--- src/rtl/rx_shift_engine_pkg.sv ---
// Shared UART receive-side constants: shift register geometry, parity sense
// encodings and data-width choices.
package rx_shift_engine_pkg;

    localparam int unsigned    SR_W    = 10;
    localparam logic [SR_W-1:0] SR_IDLE = 10'h3FF;

    localparam int unsigned D7 = 7;
    localparam int unsigned D8 = 8;

    typedef enum logic {
        PAR_EVEN = 1'b0,
        PAR_ODD  = 1'b1
    } par_sense_e;

endpackage

--- src/rtl/rx_frame_remap.sv ---
// Combinational frame decode: right-justifies the received frame for the
// EIGHT/PEN format and checks the parity and stop bits.
module rx_frame_remap
    import rx_shift_engine_pkg::*;
(
    input  logic [SR_W-1:0] sr_next,
    input  logic            EIGHT,
    input  logic            PEN,
    input  logic            OHEL,
    output logic [D8-1:0]   data,
    output logic            par_bad,
    output logic            stop_bad
);

    logic par_bit;
    logic exp_par;

    // Frame is LSB-first and ends at bit 9, so shorter formats start higher up.
    always_comb begin
        data    = '0;
        par_bit = 1'b0;
        unique case ({EIGHT, PEN})
            2'b11: begin
                data    = sr_next[D7:0];
                par_bit = sr_next[D8];
            end
            2'b10: data = sr_next[D8:1];
            2'b01: begin
                data    = {1'b0, sr_next[D7:1]};
                par_bit = sr_next[D8];
            end
            default: data = {1'b0, sr_next[D8:2]};
        endcase
    end

    assign exp_par  = (^data) ^ (OHEL == PAR_ODD);
    assign par_bad  = PEN & (par_bit != exp_par);
    assign stop_bad = ~sr_next[SR_W-1];

endmodule

--- src/rtl/rx_shift_engine.sv ---
// UART receive datapath: serial shift register, byte latch, sticky status
// flags and the SoC-side read/clear handshake.
module rx_shift_engine
    import rx_shift_engine_pkg::*;
#(
    parameter bit FLAG_CLR_ON_READ = 1'b1
) (
    input  logic       clk,
    input  logic       rst,
    input  logic       RX,
    input  logic       BTU,
    input  logic       START,
    input  logic       DONE,
    input  logic       EIGHT,
    input  logic       PEN,
    input  logic       OHEL,
    input  logic       READ,
    input  logic       CLR,
    output logic [7:0] DATA,
    output logic       RXRDY,
    output logic       PERR,
    output logic       FERR,
    output logic       OVF
);

    logic [SR_W-1:0] sr;
    logic [SR_W-1:0] sr_next;
    logic            shift;
    logic [D8-1:0]   data;
    logic            par_bad;
    logic            stop_bad;
    logic            flag_clr;
    logic            perr_set;
    logic            ferr_set;
    logic            ovf_set;

    assign shift   = BTU & ~START;
    assign sr_next = shift ? {RX, sr[SR_W-1:1]} : sr;

    rx_frame_remap u_remap (
        .sr_next  (sr_next),
        .EIGHT    (EIGHT),
        .PEN      (PEN),
        .OHEL     (OHEL),
        .data     (data),
        .par_bad  (par_bad),
        .stop_bad (stop_bad)
    );

    // A read of an empty register is ignored, including its flag-clear side effect.
    assign flag_clr = CLR | (FLAG_CLR_ON_READ & READ & RXRDY);
    assign perr_set = DONE & par_bad;
    assign ferr_set = DONE & stop_bad;
    assign ovf_set  = DONE & RXRDY & ~READ;

    always_ff @(posedge clk or negedge rst) begin
        if (!rst) begin
            sr <= SR_IDLE;
        end else if (DONE && !shift) begin
            sr <= SR_IDLE;
        end else begin
            sr <= sr_next;
        end
    end

    always_ff @(posedge clk or negedge rst) begin
        if (!rst) begin
            DATA  <= '0;
            RXRDY <= 1'b0;
            PERR  <= 1'b0;
            FERR  <= 1'b0;
            OVF   <= 1'b0;
        end else begin
            if (DONE) begin
                DATA  <= data;
                RXRDY <= 1'b1;
            end else if (READ) begin
                RXRDY <= 1'b0;
            end
            PERR <= perr_set | (PERR & ~flag_clr);
            FERR <= ferr_set | (FERR & ~flag_clr);
            OVF  <= ovf_set  | (OVF  & ~flag_clr);
        end
    end

endmodule
--- config.mk ---
export PLATFORM = sky130hd
export DESIGN_NAME = rx_shift_engine
export DESIGN_NICKNAME = d
export VERILOG_FILES = /design/src/rtl/rx_shift_engine_pkg.sv /design/src/rtl/rx_frame_remap.sv /design/src/rtl/rx_shift_engine.sv
export SDC_FILE = /design/constraint.sdc
export NUM_CORES = 1
export LEC_CHECK = 0
export BUFFER_PORTS_ARGS = -buffer_cell sky130_fd_sc_hd__clkbuf_2
export CAP_MARGIN = 10
export CORE_ASPECT_RATIO = 0.8
export CORE_MARGIN = 3
export CORE_UTILIZATION = 47
export CTS_BUF_LIST = sky130_fd_sc_hd__clkbuf_4 sky130_fd_sc_hd__clkbuf_8
export CTS_CLUSTER_SIZE = 40
export DETAILED_ROUTE_END_ITERATION = 8
export MAX_ROUTING_LAYER = met4
export PLACE_DENSITY = 0.65
export RECOVER_POWER = 25
export SETUP_SLACK_MARGIN = 0.02
export SYNTH_ARGS = -nofsm -noshare
export SYNTH_HDL_FRONTEND = slang
export SYNTH_SLANG_ARGS = --single-unit
--- constraint.sdc ---
create_clock -name clk -period 4.74 [get_ports clk]
set_clock_uncertainty 0.1 [all_clocks]
set_input_delay 0.237 -clock clk [delete_from_list [all_inputs] [get_ports clk]]
set_output_delay 0.237 -clock clk [all_outputs]
set_load 0.1 [all_outputs]
==> summary.md, run 1 <==
| Metric | Value |
|---|---|
| Worst-path maximum fanout | `22` |
| Die H | `55.1 µm` |
| Worst slack, placed | `2070 ps` |
| Placed cell count | `208` |
| Outcome | `completed` |
| Internal | `0.298 mW` |
| Max-capacitance violation count | `0` |
| Worst IR Drop VDD | `0.188 mV` |
| Max Freq | `406 MHz` |
| Leading area contributor after synthesis | `dfrtp_1` |
| CTS tree | `yes` |
| Post-DP HPWL | `2.17 mm` |
| Sequential share of power | `43.4%` |
| Switching part of the total | `39.3%` |
| FF-to-FF path depth | `7` |
| Reg-to-Reg Start | `sr[7]` |
| CP required | `4790 ps` |
| DRC | `0` |
| Initial antenna violation count | `0` |
| I/O pin cnt | `23` |
| Combinational share of power | `33.7%` |
| Post-synthesis sequential area ratio | `39.7%` |
| CP startpoint | `START` |
| R2R Setup Slk | `2390 ps` |
| Mapped Cells | `160` |
| Crit path kind | `input port to register` |
| Number of synthesized flops with an enable pin | `0` |
| Starting Density | `50.2%` |
| Synthesized area | `0.00142 mm²` |
| Worst path arrival time | `2520 ps` |
| Inserted Clock Buffers | `3` |
| Total wire length | `3.01 mm` |
| Proportion of layout cells with a drive suffix above 1 | `24.1%` |
| Die area | `0.00372 mm²` |
| Flops & latches, synth | `22` |
| NumNets Final | `187` |
| Antenna Nets Post-Route | `0` |
| Global route overflow | `0` |
| Minimum clock period | `2470 ps` |
| Async SR Flop Fraction | `100%` |
| RSZ-0062 raised after global routing | `false` |
| First-pass GRT wire length | `5.15 mm` |
| Crit. End Element | `register` |
| Max Slew Vio Count | `0` |
| Final Hold Fails | `0` |
| Area contributors post-synth | `dfrtp_1 21%, dfstp_2 19%, a21oi_1 5.6%, mux2i_1 5.6%, nand2b_1 4.9%` |
| CTS max path bufs | `2` |
| Top_reg_cell synth | `dfrtp_1` |
| Vias in the first global route | `1129` |
| Depth of the CTS H-tree | `1` |
| Yosys cell types | `35` |
| Clk pwr share | `22.9%` |
| Clock latency at the later pin of the worst-skew pair | `260 ps` |
| Routability cong. | `0.748` |
| P_leak | `0.667 nW` |
| P_sw | `0.193 mW` |
| Die width | `67.4 µm` |
| CTS resizes | `0` |
| Num rows | `17` |
| Top cell type's share of synthesized area | `21.2%` |
| DR iter-0 viols | `50` |
| Slew HR | `22.9%` |
| Syn_nets | `171` |
| Root Driver | `clkbuf_8` |
| Final period util | `52.0%` |
| HP Class | `input port to register` |
| Endpoints failing setup | `0` |
| Port bufs | `22` |
| Critical R2R Capture | `PERR` |
| Total GRT Usage | `19.4%` |
| Synth warn | `0` |
| Via count | `1202` |
| Core area | `0.00283 mm²` |
| Avg Synthesized Cell Area | `8.87 µm²` |
| Via density | `5.67` |
| Clock slew at reported path FFs | `70 ps` |
| Setup TNS | `0 ps` |
| Routed wire per std cell | `14.2 µm` |
| Area grow syn2layout | `10.7%` |
| # clock sinks | `22` |
| Final setup margin | `2270 ps` |
| CP endpoint | `PERR` |
| Worst Setup Start Kind | `input port` |
| Cell Count, Final, Fillers Out | `212` |
| Worst Tran Pin Value | `1160 ps` |
| Pin count of the biggest net entering global routing | `23` |
| DR pass1 iterations | `4` |
| Power per cell area | `313 mW/mm²` |
| N_diodes | `0` |
==> critical path, stage by stage <==
cell and delay, ps:
clkbuf_2 130, nand2b_1 700, a21oi_1 200, xor2_1 180
o21ai_0 230, xnor2_1 160, xnor3_1 420, a32o_1 260
==> cells in the final DEF (no fill, tap or decap), types with 3 or more instances in the layout <==
| cell type | count |
|---|---|
| clkbuf_2 | 21 |
| nor2_1 | 17 |
| a21oi_1 | 16 |
| dfrtp_1 | 12 |
| o21ai_0 | 12 |
| nand2b_1 | 11 |
| nand2_1 | 10 |
| dfstp_2 | 10 |
| mux2i_1 | 8 |
| o22a_1 | 7 |
| inv_1 | 6 |
| o211ai_1 | 4 |
| mux2_2 | 4 |
| o21a_1 | 3 |
| nor2b_1 | 3 |
| nand3_1 | 3 |
| clkbuf_8 | 3 |
==> worst min-delay path by stage <==
stage | start | to | slack (ps) | cells after the start
floorplan | rst | DATA[0] | -160 | 0
global placement | rst | DATA[1] | 140 | 1
detailed placement | rst | DATA[0] | 150 | 1
CTS | RX | sr[9] | 70 | 3
global route | RX | sr[9] | 90 | 3
finish | RX | sr[9] | 80 | 3
==> flip-flops by register name, indices dropped and copies added, names as in the netlist <==
signal,count
sr,10
RXRDY,1
DATA,8
FERR,1
OVF,1
PERR,1
==> cells in the mapped netlist, types with 3 or more instances <==
library cell	count
o211ai_1	4
o21a_1	3
clkbuf_1	10
dfrtp_1	12
mux2_2	4
o22a_1	7
nor2b_1	3
dfstp_2	10
nand2_1	10
mux2i_1	8
nor2_1	17
nand3_1	3
o21ai_0	12
a21oi_1	16
inv_1	6
nand2b_1	11
==> timing repair <==
action                                 4_1_cts  5_1_grt
endpoints found under the hold margin       12        0
setup endpoints to repair                    0        0
hold buffers                                 1        0
setup buffers                                0        0
==> power by group through the flow <==
stage | Combinational [mW] | Sequential (mW) | Clock [mW]
finish | 0.166 | 0.213 | 0.113
global route | 0.176 | 0.216 | 0.127
CTS | 0.167 | 0.213 | 0.119
detailed placement | 0.165 | 0.216 | 0
global placement | 0.164 | 0.216 | 0
floorplan | 0.0544 | 0.297 | 0
==> per-stage QoR <==
stage	hold WS, ps	cell area [µm²]	power [mW]	utilization (%)
after floorplan	-159	1420	0.352	-
after global placement	139	1520	0.379	53.7
after detailed placement	148	1520	0.382	53.7
after CTS	69.6	1570	0.499	55.6
after global routing	85.4	1570	0.518	55.5
final	77.7	1570	0.491	55.5
==> layer usage <==
layer	wire [µm]	share of wire, %	global-route usage [%]	vias up
li1	-	-	-	597
met1	1420	47	23.5	571
met2	1420	47	32.6	28
met3	123	4.1	4.24	6
met4	41	1.4	6.06	0
met5	0	0	-	-
==> kinds of logic after synthesis <==
logic type	share of synthesized area, %
xor+xnor	4.06
simple gates	17.4
compound gates	24.5
buf+inv	5.56
mux	8.82
flops	39.7
==> layout make-up <==
type | instances | area [µm²]
Clock buffer | 3 | 41.3
Fill cell | 272 | 1260
Multi-Input combinational cell | 120 | 777
Tap cell | 38 | 47.5
Sequential cell | 22 | 563
Timing Repair Buffer | 23 | 119
Inverter | 6 | 22.5
(Power assumes the default switching activity.)
==> run 2: changes to the inputs <==
PLACE_DENSITY = 0.68   (was 0.65)
clock period = 2.2 ns   (was 4.74 ns; I/O delays follow)
==> summary.md, run 2 (synthesized netlist as in run 1, its figures left out) <==
| Metric | Value |
|---|---|
| Outcome | `completed` |
| Max Freq | `470 MHz` |
| Area grow syn2layout | `25.7%` |
| Slew HR | `22.0%` |
| Core area | `0.00283 mm²` |
| Die area | `0.00372 mm²` |
| Power per cell area | `626 mW/mm²` |
| Starting Density | `50.2%` |
| CP required | `2250 ps` |
| Worst Tran Pin Value | `1170 ps` |
| N_diodes | `0` |
| I/O pin cnt | `23` |
| Vias in the first global route | `1219` |
| Antenna Nets Post-Route | `0` |
| GRT met2 Usage | `38.3%` |
| R2R Setup Slk | `70 ps` |
| Final setup margin | `70.4 ps` |
| Clock latency at the later pin of the worst-skew pair | `260 ps` |
| DR iter-0 viols | `56` |
| GR Util met3 | `4.44%` |
| Total power | `1.12 mW` |
| Die width | `67.4 µm` |
| Final Hold Fails | `0` |
| Depth of the CTS H-tree | `1` |
| Worst-path maximum fanout | `3` |
| Endpoints failing setup | `0` |
| Internal | `0.683 mW` |
| Total wire length | `3.42 mm` |
| Minimum clock period | `2130 ps` |
| RSZ-0062 raised after global routing | `true` |
| Switching part of the total | `38.9%` |
| Final period util | `96.8%` |
| Met1 Use GR | `24.8%` |
| Die H | `55.1 µm` |
| Via count | `1285` |
| Fillers | `251` |
| Reg-to-Reg Start | `sr[7]` |
| Worst path arrival time | `2180 ps` |
| Crit path kind | `register to register` |
| HP Class | `input port to register` |
| Largest Register | `sr` |
| Top Registers | `sr: 10 flops, DATA: 8 flops` |
| Routed wire per std cell | `14.5 µm` |
| P_leak | `0.808 nW` |
| CTS max path bufs | `2` |
| Routability cong. | `0.862` |
| Total GRT Usage | `21.5%` |
| Critical R2R Capture | `PERR` |
| Worst Setup Start Kind | `register` |
| DRC | `0` |
| Worst slack, placed | `-27.4 ps` |
| CP startpoint | `sr[7]` |
| Num rows | `17` |
| Inserted Clock Buffers | `3` |
| Crit. End Element | `register` |
| Max reg flops | `10` |
| Max-capacitance violation count | `0` |
| FF-to-FF path depth | `7` |
| Via density | `5.47` |
| NumNets Final | `209` |
| Global route overflow | `0` |
| Grt peak-use layer | `met2` |
| Post-DP HPWL | `2.31 mm` |
| Clock slew at reported path FFs | `80 ps` |
| Initial antenna violation count | `0` |
| Worst IR Drop VDD | `0.519 mV` |
| Root Driver | `clkbuf_8` |
| CTS tree | `yes` |
| Setup TNS | `0 ps` |
| Most common cell after layout, fill and taps aside | `clkbuf_2` |
| CP endpoint | `PERR` |
| Max Slew Vio Count | `0` |
| P_sw | `0.434 mW` |
| Clk pwr share | `24.3%` |
| # clock sinks | `22` |
| Port bufs | `22` |
| Sequential share of power | `41.2%` |
| Proportion of layout cells with a drive suffix above 1 | `34.5%` |
| Commonest non-fill, non-tap cells in the layout | `21 x clkbuf_2, 20 x buf_4, 17 x nor2_1` |
| Combinational share of power | `34.5%` |
| First-pass GRT wire length | `5.73 mm` |
| DR pass1 iterations | `4` |
| Pin count of the biggest net entering global routing | `23` |
==> run 2: changes by cell type in the layout (fill, tap and decap cells not counted), sizes merged <==
cell	previous run	this run
clkbuf	25	26
buf	0	20
dlygate4sd3	1	3
==> run 2: timing repair <==
action / 4_1_cts / 5_1_grt
endpoints found under the setup margin: 1 / 3
hold buffers: 3 / 0
resized for setup: 3 / 5
endpoints found under the hold margin: 14 / 0
pin swaps: 7 / 13
buffers inserted: 7 / 1
==> run 2: layer usage <==
| metal | up-vias | wire length (µm) |
|---|---|---|
| met5 | - | 0 |
| met1 | 609 | 1460 |
| met3 | 10 | 113 |
| met2 | 26 | 1770 |
| li1 | 640 | - |
| met4 | 0 | 74 |
==> run 2: worst max-delay path, cell delays in order (launching register included) <==
cell and delay [ps]:
dfstp_2 380, or3b_4 380, o211ai_1 180, xnor2_1 160
o21ai_1 90, a21oi_1 190, xnor3_1 320, a32o_1 220
==> run 2: how the worst min path moves through the flow <==
stage,from,to,slack (ps),cells past startpoint
global route,CLR,PERR,140,3
detailed placement,rst,DATA[2],20,1
CTS,CLR,OVF,100,4
finish,CLR,OVF,100,4
global placement,rst,DATA[2],10,1
floorplan,rst,DATA[0],-290,0
==> run 2: final cells by class <==
| class | instances | area [µm²] | area share (%) |
|---|---|---|---|
| multi-input combinational | 120 | 813 | 45.6 |
| clock buffer | 4 | 48.8 | 2.73 |
| timing repair buffer | 45 | 289 | 16.2 |
| inverter | 6 | 22.5 | 1.26 |
| sequential | 22 | 563 | 31.6 |
| tap | 38 | 47.5 | 2.66 |
==> run 2: stage by stage <==
| stage | area (µm²) | hold slack (ps) | std cells | utilization [%] |
|---|---|---|---|---|
| floorplan | 1420 | -286 | 160 | - |
| global placement | 1610 | 10.6 | 220 | 56.9 |
| detailed placement | 1610 | 24.5 | 220 | 56.9 |
| CTS | 1750 | 104 | 234 | 62.0 |
| global route | 1780 | 145 | 235 | 63.1 |
| finish | 1780 | 102 | 235 | 63.1 |
==> run 2: power groups by stage <==
stage               registers (mW)  clock network, mW  logic, mW
finish                       0.460              0.271      0.386
global route                 0.464              0.301      0.411
CTS                          0.460              0.280      0.384
detailed placement           0.467                  0      0.371
global placement             0.463                  0      0.365
floorplan                    0.641                  0      0.117
==> run 3: changes to the inputs <==
CELL_PAD_IN_SITES_DETAIL_PLACEMENT = 1   (was default)
CELL_PAD_IN_SITES_GLOBAL_PLACEMENT = 2   (was default)
CORE_UTILIZATION = 32   (was 47)
PLACE_DENSITY = 0.75   (was 0.68)
==> summary.md, run 3 (synthesized netlist as in run 1, its figures left out) <==
| Metric | Value |
|---|---|
| Via density | `5.13` |
| Critical R2R Capture | `PERR` |
| Final setup margin | `25.6 ps` |
| Power per cell area | `607 mW/mm²` |
| Max Slew Vio Count | `0` |
| Register cell area after layout | `563 µm²` |
| Most common cell after layout, fill and taps aside | `buf_4` |
| Final period util | `98.8%` |
| Num rows | `21` |
| Initial antenna violation count | `0` |
| Max Freq | `460 MHz` |
| Crit. End Element | `register` |
| Routed wire per std cell | `14.8 µm` |
| Commonest non-fill, non-tap cells in the layout | `22 x buf_4, 20 x clkbuf_2, 17 x nor2_1` |
| Total wire length | `3.81 mm` |
| Total power | `1.16 mW` |
| N_diodes | `0` |
| Fillers | `500` |
| Worst Tran Pin Value | `1250 ps` |
| Root Driver | `clkbuf_8` |
| CP required | `2260 ps` |
| Inserted Clock Buffers | `3` |
| Max reg flops | `10` |
| Minimum clock period | `2170 ps` |
| Proportion of layout cells with a drive suffix above 1 | `39.3%` |
| Placed cell count | `239` |
| Top Registers | `sr: 10 flops, DATA: 8 flops` |
| Area grow syn2layout | `34.2%` |
| Fin util | `45.0%` |
| Hold_sp | `CLR` |
| Global route overflow | `0` |
| Reg-to-Reg Start | `sr[5]` |
| DR iter-0 viols | `28` |
| DR pass1 iterations | `4` |
| Cell Count, Final, Fillers Out | `258` |
| Worst slack, placed | `-82.6 ps` |
| FF-to-FF path depth | `7` |
| Worst Setup Start Kind | `register` |
| Crit path cell chain | `buf_6 > a21oi_2 > xor2_1 > o21ai_1 > xnor2_1 > xnor3_1 > a32o_1` |
| Slowest cell on crit path | `dfstp_2` |
| Outcome | `completed` |
| First-pass GRT wire length | `6.19 mm` |
| Clock latency at the later pin of the worst-skew pair | `270 ps` |
| HP Class | `input port to register` |
| Worst-path maximum fanout | `6` |
| Endpoints failing setup | `0` |
| Total GRT Usage | `15.6%` |
| Hold Path Depth | `4` |
| Die area | `0.00527 mm²` |
| Antenna Nets Post-Route | `0` |
| I/O pin cnt | `23` |
| Slew HR | `16.7%` |
| DRC | `0` |
| Vias in the first global route | `1323` |
| P_leak | `0.857 nW` |
| CP endpoint | `PERR` |
| Post-DP HPWL | `2.60 mm` |
| Depth of the CTS H-tree | `1` |
| Crit path largest cell delay | `630 ps` |
| Port bufs | `22` |
| NumNets Final | `213` |
| # clock sinks | `22` |
| Starting Density | `33.5%` |
| Worst IR Drop VDD | `0.279 mV` |
| Worst path arrival time | `2240 ps` |
| CTS tree | `yes` |
| Multi-input gate area | `858 µm²` |
| Die H | `65.6 µm` |
| Crit path kind | `register to register` |
| Pin count of the biggest net entering global routing | `23` |
| R2R Setup Slk | `30 ps` |
| CP startpoint | `sr[5]` |
| Via count | `1323` |
| Clock slew at reported path FFs | `90 ps` |
| Setup TNS | `0 ps` |
| RSZ-0062 raised after global routing | `true` |
| CTS max path bufs | `2` |
| Largest Register | `sr` |
| Core area | `0.00423 mm²` |
| Die width | `80.4 µm` |
| Max-capacitance violation count | `0` |
| Final Hold Fails | `0` |
| Routability cong. | `0.762` |
## run 3: changes by cell type in the layout (fill, tap and decap cells not counted), sizes merged
cell / previous run / this run
buf: 20 / 24
## run 3: stage by stage
| stage | hold WS (ps) | area (µm²) |
|---|---|---|
| after floorplan | -286 | 1420 |
| after global placement | 18.8 | 1630 |
| after detailed placement | 35.9 | 1630 |
| after CTS | 89.7 | 1790 |
| after global routing | 130 | 1900 |
| final | 93.0 | 1900 |
## run 3: worst max-delay path: cells and delay by family, from the launching register on
family,cells,cell delay [ps]
flip-flops,1,630
AO/OA/AOI/OAI,3,510
buffers and inverters,1,130
XOR/XNOR,3,700
## run 3: report_power, final
part | internal (mW) | switching [mW] | leakage (nW) | total [mW]
logic | 0.104 | 0.287 | 0.586 | 0.390
registers | 0.437 | 0.0208 | 0.242 | 0.458
clock network | 0.160 | 0.146 | 0.0288 | 0.306
total | 0.701 | 0.454 | 0.857 | 1.16
## run 3: area by class of cell
class | count | share of cell area, %
multi-input combinational | 120 | 45.1
sequential | 22 | 29.6
timing repair buffer | 49 | 17.5
tap | 57 | 3.75
clock buffer | 4 | 2.89
inverter | 6 | 1.18
## run 3: how the worst min path moves through the flow
stage,endpoint,slack [ps]
after floorplan,DATA[0],-290
after global placement,DATA[2],20
after detailed placement,DATA[1],40
after CTS,OVF,90
after global routing,OVF,130
final,OVF,90
## run 3: per-layer routing
layer	vias up	global-route usage [%]	part of all wire (%)
met1	651	19.1	46
met3	4	2.88	2.5
li1	650	-	-
met4	0	5.06	1.0
met5	-	-	0
met2	18	26.0	50
## run 3: repair_timing
item                                   CTS  global route
endpoints found under the hold margin   14             0
resized for setup                        8            11
setup endpoints to repair                1             1
hold buffers                             3             0
pin swaps                               10             8
setup buffers                            5             7
